[src/rtl/step_run_ctrl_if.sv]
// Control/status bundle between the button front end and the run/step controller.
interface step_run_ctrl_if #(
  parameter int CNT_W = 32
);
  logic             step_in;
  logic             run_in;
  logic             halt;
  logic             cpu_en;
  logic             running;
  logic             halted;
  logic [CNT_W-1:0] cycle_cnt;

  // Driver of the debounced buttons and halt flag; observer of the controller.
  modport master (
    output step_in, run_in, halt,
    input  cpu_en, running, halted, cycle_cnt
  );

  // The controller itself.
  modport slave (
    input  step_in, run_in, halt,
    output cpu_en, running, halted, cycle_cnt
  );
endinterface

[src/rtl/step_run_ctrl.sv]
// Run/single-step controller: synchronizes the debounced step and run buttons,
// sequences IDLE/STEP/RUN/HALT, gates the core clock-enable and counts the
// cycles the core actually executed.
module step_run_ctrl #(
  parameter int RUN_DIV = 1,
  parameter int CNT_W   = 32
) (
  input logic            clk,
  input logic            rst,
  step_run_ctrl_if.slave bus
);

  localparam int               DIV_W    = (RUN_DIV > 1) ? $clog2(RUN_DIV) : 1;
  localparam logic [DIV_W-1:0] DIV_LAST = DIV_W'(RUN_DIV - 1);

  typedef enum logic [1:0] {
    IDLE = 2'd0,
    STEP = 2'd1,
    RUN  = 2'd2,
    HALT = 2'd3
  } state_t;

  state_t           state;
  state_t           next_state;
  logic             s1, s2, s3;
  logic             r1, r2;
  logic [1:0]       warm;
  logic             step_edge;
  logic [DIV_W-1:0] div_cnt;
  logic [CNT_W-1:0] cnt;
  logic             cpu_en;
  logic             running;
  logic             halted;

  // Input synchronizers and the step edge-detect history flop.
  // The first two edges after reset only fill the s1/s2 chain, so s3 is held
  // at 1 and then loaded from s1; a level already high across reset release
  // therefore never looks like a fresh rising edge.
  always_ff @(posedge clk or posedge rst) begin
    // NOTE: every clocked state update uses <= so all flops sample the
    // pre-edge values; a blocking = here would let s2 see the new s1.
    if (rst) begin
      s1   <= 1'b0;
      s2   <= 1'b0;
      s3   <= 1'b1;
      r1   <= 1'b0;
      r2   <= 1'b0;
      warm <= 2'b00;
    end else begin
      s1   <= bus.step_in;
      s2   <= s1;
      r1   <= bus.run_in;
      r2   <= r1;
      warm <= {warm[0], 1'b1};
      if (warm[1]) begin
        s3 <= s2;
      end else if (warm[0]) begin
        s3 <= s1;
      end
    end
  end

  assign step_edge = s2 & ~s3;

  // State register.
  always_ff @(posedge clk or posedge rst) begin
    if (rst) begin
      state <= IDLE;
    end else begin
      state <= next_state;
    end
  end

  // Next-state decode: halt outranks run request/deassert, which outranks step.
  always_comb begin
    // NOTE: the default assignment up front keeps every path assigned, so no
    // latch is inferred when a branch below leaves next_state alone.
    next_state = state;
    case (state)
      IDLE: begin
        if (bus.halt) begin
          next_state = HALT;
        end else if (r2) begin
          next_state = RUN;
        end else if (step_edge) begin
          next_state = STEP;
        end
      end
      STEP: next_state = IDLE;
      RUN: begin
        if (bus.halt) begin
          next_state = HALT;
        end else if (!r2) begin
          next_state = IDLE;
        end
      end
      HALT:    next_state = HALT;
      default: next_state = IDLE;
    endcase
  end

  // Output decode; halt masks the enable in the very cycle it is raised.
  always_comb begin
    running = (state == RUN);
    halted  = (state == HALT);
    cpu_en  = 1'b0;
    if (!bus.halt) begin
      if (state == STEP) begin
        cpu_en = 1'b1;
      end else if ((state == RUN) && (div_cnt == DIV_LAST)) begin
        cpu_en = 1'b1;
      end
    end
  end

  // Run divider: counts only while staying in RUN, so it is zero on entry
  // and cleared again whenever RUN is left.
  always_ff @(posedge clk or posedge rst) begin
    if (rst) begin
      div_cnt <= '0;
    end else if ((state == RUN) && (next_state == RUN)) begin
      div_cnt <= (div_cnt == DIV_LAST) ? '0 : div_cnt + 1'b1;
    end else begin
      div_cnt <= '0;
    end
  end

  // Executed-cycle counter, wrapping modulo 2^CNT_W.
  always_ff @(posedge clk or posedge rst) begin
    if (rst) begin
      cnt <= '0;
    end else if (cpu_en) begin
      cnt <= cnt + 1'b1;
    end
  end

  assign bus.cpu_en    = cpu_en;
  assign bus.running   = running;
  assign bus.halted    = halted;
  assign bus.cycle_cnt = cnt;

endmodule

[src/flat_wrapper.sv]
// flat-port wrapper written by rule: the top's interface ports become plain ports
module step_run_ctrl_flat 
#(
  parameter int RUN_DIV = 1,
  parameter int CNT_W   = 32
)
  (clk, rst, bus_step_in, bus_run_in, bus_halt, bus_cpu_en, bus_running, bus_halted, bus_cycle_cnt);
  step_run_ctrl_if #(.CNT_W(CNT_W)) bus_i ();
  input logic clk;
  input logic rst;
  input wire logic [$bits(bus_i.step_in)-1:0] bus_step_in;
  input wire logic [$bits(bus_i.run_in)-1:0] bus_run_in;
  input wire logic [$bits(bus_i.halt)-1:0] bus_halt;
  output wire logic [$bits(bus_i.cpu_en)-1:0] bus_cpu_en;
  output wire logic [$bits(bus_i.running)-1:0] bus_running;
  output wire logic [$bits(bus_i.halted)-1:0] bus_halted;
  output wire logic [$bits(bus_i.cycle_cnt)-1:0] bus_cycle_cnt;
  assign bus_i.step_in = bus_step_in;
  assign bus_i.run_in = bus_run_in;
  assign bus_i.halt = bus_halt;
  assign bus_cpu_en = bus_i.cpu_en;
  assign bus_running = bus_i.running;
  assign bus_halted = bus_i.halted;
  assign bus_cycle_cnt = bus_i.cycle_cnt;
  step_run_ctrl #(.RUN_DIV(RUN_DIV), .CNT_W(CNT_W)) u_core (.clk(clk), .rst(rst), .bus(bus_i));
endmodule
[config.mk]
export PLATFORM = sky130hd
export DESIGN_NAME = step_run_ctrl_flat
export DESIGN_NICKNAME = d
export VERILOG_FILES = /design/src/rtl/step_run_ctrl_if.sv /design/src/rtl/step_run_ctrl.sv /design/src/flat_wrapper.sv
export SDC_FILE = /design/constraint.sdc
export NUM_CORES = 1
export LEC_CHECK = 0
export BUFFER_PORTS_ARGS = -buffer_cell sky130_fd_sc_hd__buf_2
export CORE_MARGIN = 3
export CORE_UTILIZATION = 56
export CTS_BUF_LIST = sky130_fd_sc_hd__clkbuf_8
export DETAILED_ROUTE_END_ITERATION = 6
export PLACE_DENSITY_LB_ADDON = 0.2
export SYNTH_ARGS = -nofsm -noshare
export SYNTH_HDL_FRONTEND = slang
export SYNTH_SLANG_ARGS = --single-unit
[constraint.sdc]
create_clock -name clk -period 2.81 [get_ports clk]
set_input_delay 0.843 -clock clk [delete_from_list [all_inputs] [get_ports clk]]
set_output_delay 0.843 -clock clk [all_outputs]
set_load 0.02 [all_outputs]
Yosys cells after proc, flatten, opt, wreduce, memory -nomap -nowiden
Index checks and enable logic that the tools add are counted.
{ "word_totals": {"ff_bits": 42, "out_inout_bits": 35, "wordCells": 35} }
{ "classes": {"add_sub_neg": 2, "n_eq_ne": 4, "muxes": 13, "n_bitwise": 3, "reduce_logical": 4} }
{ "op_table": {"columns": ["operator", "count"], "rows": [
  ["adder 32 x 1 -> 32 bit (second input constant)", 1],
  ["2-to-1 mux 2 bit", 5],
  ["case mux 2 bit (4 select lines)", 1],
  ["2-to-1 mux 1 bit", 7],
  ["equality test 2 bit (second input constant)", 3],
  ["equality test 2 x 1 -> 1 bit (second input constant)", 1],
  ["logical AND 1 bit", 2],
  ["zero test 2 bit", 1],
  ["NOT 1 bit", 2],
  ["nonzero test 2 bit", 1],
  ["adder 1 bit (second input constant)", 1],
  ["bitwise AND 1 bit", 1]
]} }

Logic depth before layout (Yosys ltp)
Gate-level depths: netlist of run 1.
{ "depth": {"word_depth": 9, "ltp_mapped": 7} }

Worst setup path before layout of run 1
No wires, ideal clock.
{ "synth_timing": {"path_type": "input port to flip-flop", "start": "input bus_halt", "end": "register u_core.cnt[23] (netlist: u_core.bus.cycle_cnt[23])", "setup_ps": 80, "t_arrival_ps": 2098, "required_time_ps": 2730, "path_slack_ps": 632, "stages": 5, "path_buffers": 1, "cell_sequence": "nand3b_1 -> or4_4 -> buf_6 -> nor4_2 -> xor2_1"} }
{ "synth_via": {"elab_chain_len": 1} }
{ "synth_rtl": {"columns": ["item", "line", "text"], "rows": [
  ["start: declaration", "flat_wrapper.sv:13", "input wire logic [$bits(bus_i.halt)-1:0] bus_halt;"],
  ["2-to-1 mux 1 bit", "step_run_ctrl.sv:107", "if (!bus.halt) begin"],
  ["end signal: assignment", "step_run_ctrl.sv:133", "cnt <= cnt + 1'b1;"],
  ["end: declaration", "step_run_ctrl.sv:30", "logic [CNT_W-1:0] cnt;"]
]} }
No other way between the ends.
A chain may end at the register's enable or synchronous reset.

Final worst setup path of run 1
{ "layout_timing": {"start": "register u_core.state[0]", "end": "output bus_cpu_en"} }
{ "layout_via": {"elab_chain_len": 5, "elab_cells_between_ends": 6, "cone_classes": "eq/ne: 2; mux: 3; reduce/logical: 1"} }
{ "layout_rtl": {"columns": ["item", "line", "text"], "rows": [
  ["start: declaration", "step_run_ctrl.sv:23", "state_t state;"],
  ["start signal: assignment", "step_run_ctrl.sv:70", "state <= next_state;"],
  ["equality test 2 bit", "step_run_ctrl.sv:110", "end else if ((state == RUN) && (div_cnt == DIV_LAST)) begin"],
  ["logical AND 1 bit", "step_run_ctrl.sv:110", null],
  ["2-to-1 mux 1 bit", "step_run_ctrl.sv:110", null],
  ["2-to-1 mux 1 bit (*)", "step_run_ctrl.sv:108", "if (state == STEP) begin"],
  ["2-to-1 mux 1 bit (*)", "step_run_ctrl.sv:107", null],
  ["end: declaration", "flat_wrapper.sv:14", "output wire logic [$bits(bus_i.cpu_en)-1:0] bus_cpu_en;"]
]} }
Every way passes the cells marked *; elsewhere a longest branch is shown, timed or not.

==> out/results.tsv, run 1 <==
metric	value	unit
slew-limit-headroom	40.38	%
drive_gt1_share	27.70	%
report.final.slew_viol_count	0	
r2r-start	u_core.state[0]	
syn_area_per_cell	11.39	um2
tns	0	ps
drc	0	
detail-route-antenna-nets	0	
cts-hold-fix-buffers	0	
ir_drop	516.8	uV
synth-main-ff-cell	dfrtp_1	
dp_hpwl	2758	um
post_cts_buffers	0	
finalSetupViolCount	0	
synth_nets	175	
crit_end	bus_cpu_en	
clk_pin_slew	70	ps
yosys-top-cells-area	dfrtp_1 (53%), xnor2_1 (7.4%), xor2_1 (6.9%)	
post_cts_resized	0	
ys_warn_count	0	
wl_per_cell	14.65	um
hold_viol	0	
crit_chain	inv_1 > ha_1 > nor2b_1 > buf_2	
cts_root_buffer	clkbuf_8	
critPathTopFamily	flip-flops	
crit_buf_inv	2	
first_global_vias	1425	
leakage	0.001157	uW
utilization	72.08	%
cp-startpoint	u_core.state[0]	
critPathMaxStageDelay	400	ps
rrSetupSlack	640	ps
min_path_cells	0	
synth_cell_types	36	
hp-class	reg -> reg	
fin_crit_sh	88.91	%
gp_congestion	0.8202	
row_count	20	
power-per-cell-area	684.2	mW/mm2
synth_edf_count	0	
max_freq	400.3	MHz
clock-sinks	41	
cp_num_cells	4	
io_pins	40	
startpoint_type	flip-flop	
cp.arrival	1660	ps
rsz0062_at_grt	no	
synthArstFlopShare	100.0	%
post-synth-top-area-cell	dfrtp_1	
die-area	0.004109	mm2
die_w	64.11	um
htreeDepth	2	
grt_max_degree	26	
diodes	0	
status	finished clean	
core_area	0.003128	mm2
die_h	64.11	um
synth_top_area_share	52.95	%
cp_max_fo	5	
drt-initial-drc-count	77	
antenna_found_initial	0	
portBuffers	39	
fill_cells	242	
cpMaxStageDelayCell	dfrtp_1	
crit_required	1970	ps
r2r_cells	6	
period_needed	2498	ps
finClkSkew	6.381	ps
rr_endpoint	u_core.bus.cycle_cnt[29]	
cts_buffers	5	
worstMarginPinSlew	887.4	ps
worstSetupEndpointType	primary output	
max_cap_viol_count	0	
synth_area	0.001891	mm2
ys_seq_area_share	54.33	%
start_util	60.44	%
routed_via_density	5.475	
fin_nets	221	
dr_total_vias	1407	
syn_to_final_growth	19.26	%
synthesis.instances	166	
cts_tree	yes	
grt_first_pass_wirelength	6706	um
final.setup.worst_slack	311.6	ps
cts_buffer_depth	2	
finalWirelength	3765	um
overflow	0	
post-place-ws	384.2	ps
crit_type	reg -> out	
grt_util_all_layers	21.16	%
synth-seq-cells	41	
first_pass_iters	4	
insertion_delay	300	ps
## registers in the layout, indices dropped and copies added (netlist names)
| name | cells |
|---|---|
| u_core.s1 | 1 |
| u_core.warm | 2 |
| u_core.bus.cycle_cnt | 32 |
| u_core.state | 2 |
| u_core.s2 | 1 |
| u_core.r2 | 1 |
| u_core.r1 | 1 |
| u_core.s3 | 1 |
## final cells by class
| cell class | count | area [um2] | share of cell area (%) |
|---|---|---|---|
| clock buffer | 7 | 96.34 | 4.273 |
| clock inverter | 1 | 5.005 | 0.2220 |
| inverter | 7 | 26.28 | 1.165 |
| multi-input combinational | 116 | 822.0 | 36.46 |
| sequential | 41 | 1027 | 45.56 |
| tap | 44 | 55.05 | 2.442 |
| timing repair buffer | 41 | 222.7 | 9.878 |
## placed cells by master (no fill, tap or decap), types with 2 or more instances in the layout
master and n:
dfrtp_1 40, nand2b_1 2, nor2_1 8, a21oi_1 2, buf_2 39, and4_1 2
nor3_1 7, nand3_1 9, nor4_2 3, nand4_1 11, nand2_1 16, clkbuf_8 7
xor2_1 15, nand4_2 2, nor4_1 2, ha_1 4, xnor2_1 16, inv_1 7
## power breakdown
part | switching [uW] | internal [uW] | total (uW) | leakage [uW]
registers | 75.6 | 653 | 729 | 0.000537
logic | 229 | 163 | 392 | 0.000566
clock network | 200 | 222 | 422 | 0.0000542
## synthesized netlist by cell type, types with 2 or more instances
library cell and number:
nand4_1 11, inv_1 7, nor4_1 2, a21oi_1 2
nand2_1 16, nand2b_1 2, nand4_2 2, and4_1 2
nor3_1 7, ha_1 4, dfrtp_1 40, xor2_1 15
nand3_1 9, nor2_1 8, xnor2_1 16, nor4_2 3
## routing by layer
metal / share of wire, % / wire length [um] / global-route usage, % / vias up
met4: 2.2 / 82 / 9.499 / 0
met2: 49 / 1860 / 35.10 / 35
met5: 0 / 0 / 0 / -
li1: - / - / - / 673
met3: 4.6 / 172 / 6.151 / 8
met1: 44 / 1650 / 25.44 / 691
## cells by family (layout without fill, tap and decap cells)
kind of cell	after synthesis	count (layout)	share of synthesized area (%)
compound gates	8	8	3.045
xor+xnor	31	31	14.36
mux	2	2	1.125
simple gates	70	70	22.11
buf+inv	9	56	2.184
fa+ha+maj	4	4	2.647
other cells	1	1	0.1984
flops	41	41	54.34
## worst min-delay path by stage
stage	start	endpoint	slack (ps)
2_1_floorplan	u_core.r1	u_core.r2	330
3_3_place_gp	u_core.r1	u_core.r2	330
3_5_place_dp	u_core.r1	u_core.r2	350
4_1_cts	u_core.r1	u_core.r2	370
5_1_grt	u_core.r1	u_core.r2	380
6_report	u_core.r1	u_core.r2	370
## through the flow
stage	hold slack, ps	cells	instance area [um2]	power (uW)
detailed placement	352.9	249	2153	1135
floorplan	331.2	166	1891	1021
global placement	333.0	249	2153	1120
CTS	371.0	257	2255	1561
global route	383.9	257	2255	1638
finish	366.5	257	2255	1543
No activity file was read; power rests on OpenSTA's default activity.
==> inputs of run 2 (changes only) <==
Settings changed: CORE_UTILIZATION 56 to 40.
==> run 2 against run 1 <==
Effect of this change:
- die area is 36% higher
- flip-flop and latch count did not move
- largest power group unchanged
- core utilization fell by 21 points
- sequential power is essentially flat
- routed wire length is 2.2% higher
- critical path type unchanged
- clock power is 31% higher
- sequential share of layout area is 0.45 points lower
- final area rose by 1.0%
==> out/results.tsv, run 2 (synthesis results as in run 1) <==
metric	value	unit
status	finished clean	
cp_num_cells	4	
period_needed	2496	ps
dp_hpwl	2799	um
insertion_delay	290	ps
cts_buffers	5	
crit_chain	inv_1 > ha_1 > nor2b_1 > buf_2	
antenna_found_initial	0	
place_inst	256	
ir_drop	285.0	uV
post_cts_buffers	0	
cp-startpoint	u_core.state[0]	
cts_tree	yes	
grt_util_all_layers	14.89	%
cts_buffer_depth	2	
hold_viol	0	
fill_cells	413	
hp-class	reg -> reg	
max_cap_viol_count	0	
r2r_cells	6	
cp_max_fo	5	
dr_total_vias	1380	
die-area	0.005588	mm2
cpMaxStageDelayCell	dfrtp_1	
crit_required	1970	ps
finalSetupViolCount	0	
worstSetupEndpointType	primary output	
rr_endpoint	u_core.bus.cycle_cnt[26]	
first_global_vias	1315	
max_freq	400.6	MHz
r2r-start	u_core.state[0]	
worstMarginPinSlew	828.9	ps
clk_pin_slew	80	ps
overflow	0	
tns	0	ps
cp.arrival	1650	ps
power-per-cell-area	735.8	mW/mm2
finalNonFillerCells	264	
drt-initial-drc-count	102	
grt_max_degree	42	
clock-sinks	41	
start_util	42.54	%
first_pass_iters	4	
slew-limit-headroom	44.32	%
core_area	0.004444	mm2
rsz0062_at_grt	no	
leakage	0.001161	uW
finClkSkew	3.248	ps
io_pins	40	
routed_via_density	5.227	
diodes	0	
htreeDepth	2	
crit_buf_inv	2	
syn_to_final_growth	20.45	%
row_count	24	
gp_congestion	0.7936	
drive_gt1_share	27.36	%
fin_crit_sh	88.84	%
final_cell_mix	dfrtp_1 (40), buf_2 (39), nand2_1 (16), xnor2_1 (16), xor2_1 (15)	
finalWirelength	3848	um
cts_root_buffer	clkbuf_8	
rrSetupSlack	660	ps
die_w	74.75	um
largest_register_ffs	32	
fin_nets	220	
detail-route-antenna-nets	0	
post_cts_resized	0	
startpoint_type	flip-flop	
report.final.slew_viol_count	0	
wl_per_cell	14.58	um
critPathTopFamily	flip-flops	
crit_end	bus_cpu_en	
layout_commonest_cell	dfrtp_1	
grt_first_pass_wirelength	6244	um
crit_type	reg -> out	
critPathMaxStageDelay	400	ps
cts-hold-fix-buffers	0	
drc	0	
portBuffers	39	
die_h	74.75	um
## run 2: how the worst min path moves through the flow
stage | slack (ps) | cells past startpoint | endpoint | start
detailed placement | 330 | 0 | u_core.r2 | u_core.r1
floorplan | 330 | 0 | u_core.r2 | u_core.r1
finish | 350 | 0 | u_core.r2 | u_core.r1
global route | 360 | 0 | u_core.r2 | u_core.r1
CTS | 350 | 0 | u_core.r2 | u_core.r1
global placement | 330 | 0 | u_core.r2 | u_core.r1
## run 2: area by class of cell
type                       count  area (um2)  share of cell area [%]
clock buffer                   5       68.82                   3.022
inverter                       7       26.28                   1.154
timing repair buffer          40       202.7                   8.901
tap                           52       65.06                   2.857
clock inverter                 3       65.06                   2.857
sequential                    41        1027                   45.11
multi-input combinational    116       822.0                   36.10
## run 2: report_power, final
part	internal, uW	switching [uW]
clock	353	200
combinational	162	229
sequential	653	78.7
## run 2: layer usage
| layer | vias to the layer above | wire length (um) | track usage (%) |
|---|---|---|---|
| li1 | 664 | - | - |
| met1 | 669 | 1802 | 19.95 |
| met2 | 41 | 1751 | 22.24 |
| met3 | 6 | 242 | 5.207 |
| met4 | 0 | 51 | 5.731 |
| met5 | - | 0 | 0 |
## run 2: stage by stage
stage                     setup slack, ps  area (um2)  total power [uW]  utilization, %  hold slack, ps
final                               313.7        2277              1675           51.24           351.2
after global routing                145.9        2277              1773           51.24           359.0
after CTS                           278.1        2277              1696           51.24           352.7
after detailed placement            396.4        2143              1138           48.23           334.7
after global placement              439.9        2143              1117           48.23           333.6
after floorplan                     632.4        1891              1021               -           331.2
==> inputs of run 3 (changes only) <==
Settings changed: CELL_PAD_IN_SITES_DETAIL_PLACEMENT from default to 0, CELL_PAD_IN_SITES_GLOBAL_PLACEMENT from default to 2, CORE_UTILIZATION 40 to 36, HOLD_SLACK_MARGIN from default to 0.03.
==> run 3 against run 2 <==
Effect of this change:
- flip-flop and latch count stayed put
- final area is 0.60% lower
- clock skew is 9.9 ps higher
- sequential share of layout area is 0.27 points higher
- critical endpoint unchanged
- global-route usage is 0.38 points lower
- setup slack worse by 12 ps
- critical path type unchanged
- largest power group unchanged
- count of clock-buffer cells in the layout stayed put
==> out/results.tsv, run 3 (synthesis results as in run 1) <==
metric	value	unit
r2r_cells	6	
hp-class	reg -> reg	
final_cell_mix	dfrtp_1 (40), buf_2 (39), nand2_1 (16), xnor2_1 (16), xor2_1 (15)	
clk_pin_slew	70	ps
crit_type	reg -> out	
fin_nets	222	
rr_endpoint	u_core.bus.cycle_cnt[29]	
grt-busiest-layer	met2	
slew-limit-headroom	63.81	%
wl_per_cell	14.23	um
post_cts_resized	0	
grt_util_all_layers	14.51	%
post_cts_buffers	0	
htreeDepth	2	
start_util	38.50	%
cp_max_fo	5	
die_w	78.47	um
first_pass_iters	4	
dr_total_vias	1396	
cts_tree	yes	
clock-sinks	41	
insertion_delay	290	ps
grt.met2_usage	22.00	%
globalRouteMet1Util	20.41	%
first_global_vias	1408	
fin_crit_sh	89.25	%
portBuffers	39	
use_met3	3.784	%
die-area	0.006157	mm2
finClkSkew	13.12	ps
grt_max_degree	42	
worstMarginPinSlew	540.8	ps
row_count	25	
tns	0	ps
cp.arrival	1660	ps
drive_gt1_share	28.04	%
rsz0062_at_grt	no	
hold_viol	0	
die_h	78.47	um
antenna_found_initial	0	
io_pins	40	
min_path_cells	0	
leakage	0.001147	uW
min_from	u_core.r1	
detail-route-antenna-nets	0	
fill_cells	470	
syn_to_final_growth	19.72	%
largest_register_ffs	32	
report.final.slew_viol_count	0	
core_area	0.004911	mm2
max_freq	398.7	MHz
finalWirelength	3998	um
cts_buffer_depth	2	
drc	0	
period_needed	2508	ps
cts_buffers	5	
crit_required	1970	ps
grt_first_pass_wirelength	7024	um
whs_endpoint	u_core.r2	
finalSetupViolCount	0	
routed_via_density	4.968	
ir_drop	341.4	uV
diodes	0	
max_cap_viol_count	0	
status	finished clean	
cts-hold-fix-buffers	0	
gp_congestion	0.7342	
layout_commonest_cell	dfrtp_1	
power-per-cell-area	661.2	mW/mm2
drt-initial-drc-count	93	
overflow	0	
utilization	46.09	%
dp_hpwl	2921	um
r2r-start	u_core.state[0]	
cts_root_buffer	clkbuf_8	
startpoint_type	flip-flop	
rrSetupSlack	640	ps
worstSetupEndpointType	primary output	
## run 3: cell count changes in the layout (fill, tap and decap cells not counted)
| cell | before | now |
|---|---|---|
| clkinvlp_4 | 0 | 1 |
| clkinv_2 | 1 | 2 |
| bufinv_16 | 2 | 0 |
| buf_4 | 1 | 3 |
## run 3: per-layer routing
| metal | wire [um] | share of wire (%) |
|---|---|---|
| met1 | 1899 | 47 |
| met2 | 1827 | 46 |
| met3 | 237 | 5.9 |
| met4 | 34 | 0.85 |
| met5 | 0 | 0 |
## run 3: how the worst max path moves through the flow
stage                                     endpoint            start
after floorplan           u_core.bus.cycle_cnt[23]         bus_halt
after global placement    u_core.bus.cycle_cnt[29]         bus_halt
after detailed placement  u_core.bus.cycle_cnt[29]         bus_halt
after CTS                               bus_cpu_en  u_core.state[0]
after global routing                    bus_cpu_en  u_core.state[0]
final                                   bus_cpu_en  u_core.state[0]
## run 3: critical path: stages (launching register included)
cell,delay [ps]
dfrtp_1,410
inv_1,80
ha_1,320
nor2b_1,330
buf_2,240
## run 3: final cells by class
cell class / count / area (um2) / area share, %
flip-flops and latches: 41 / 1027 / 45.38
multi-input cells: 116 / 822.0 / 36.32
repair buffers: 42 / 217.7 / 9.619
well taps: 67 / 83.83 / 3.704
clock buffers: 5 / 68.82 / 3.040
inverters: 7 / 26.28 / 1.161
clock inverters: 3 / 17.52 / 0.7739
## run 3: metrics by stage
step | power, uW | cell area (um2) | hold WS (ps) | setup slack [ps] | instances
2_1_floorplan | 1021 | 1891 | 331.2 | 632.4 | 166
3_3_place_gp | 1119 | 2177 | 337.5 | 418.2 | 273
3_5_place_dp | 1139 | 2177 | 340.3 | 393.3 | 273
4_1_cts | 1520 | 2263 | 358.0 | 288.1 | 281
5_1_grt | 1589 | 2263 | 372.6 | 196.9 | 281
6_report | 1497 | 2263 | 353.0 | 302.0 | 281
## run 3: report_power, final
group | internal, uW | total [uW] | switching (uW)
registers | 653 | 731 | 77.3
logic | 162 | 394 | 232
clock network | 171 | 372 | 201
total | 987 | 1500 | 510
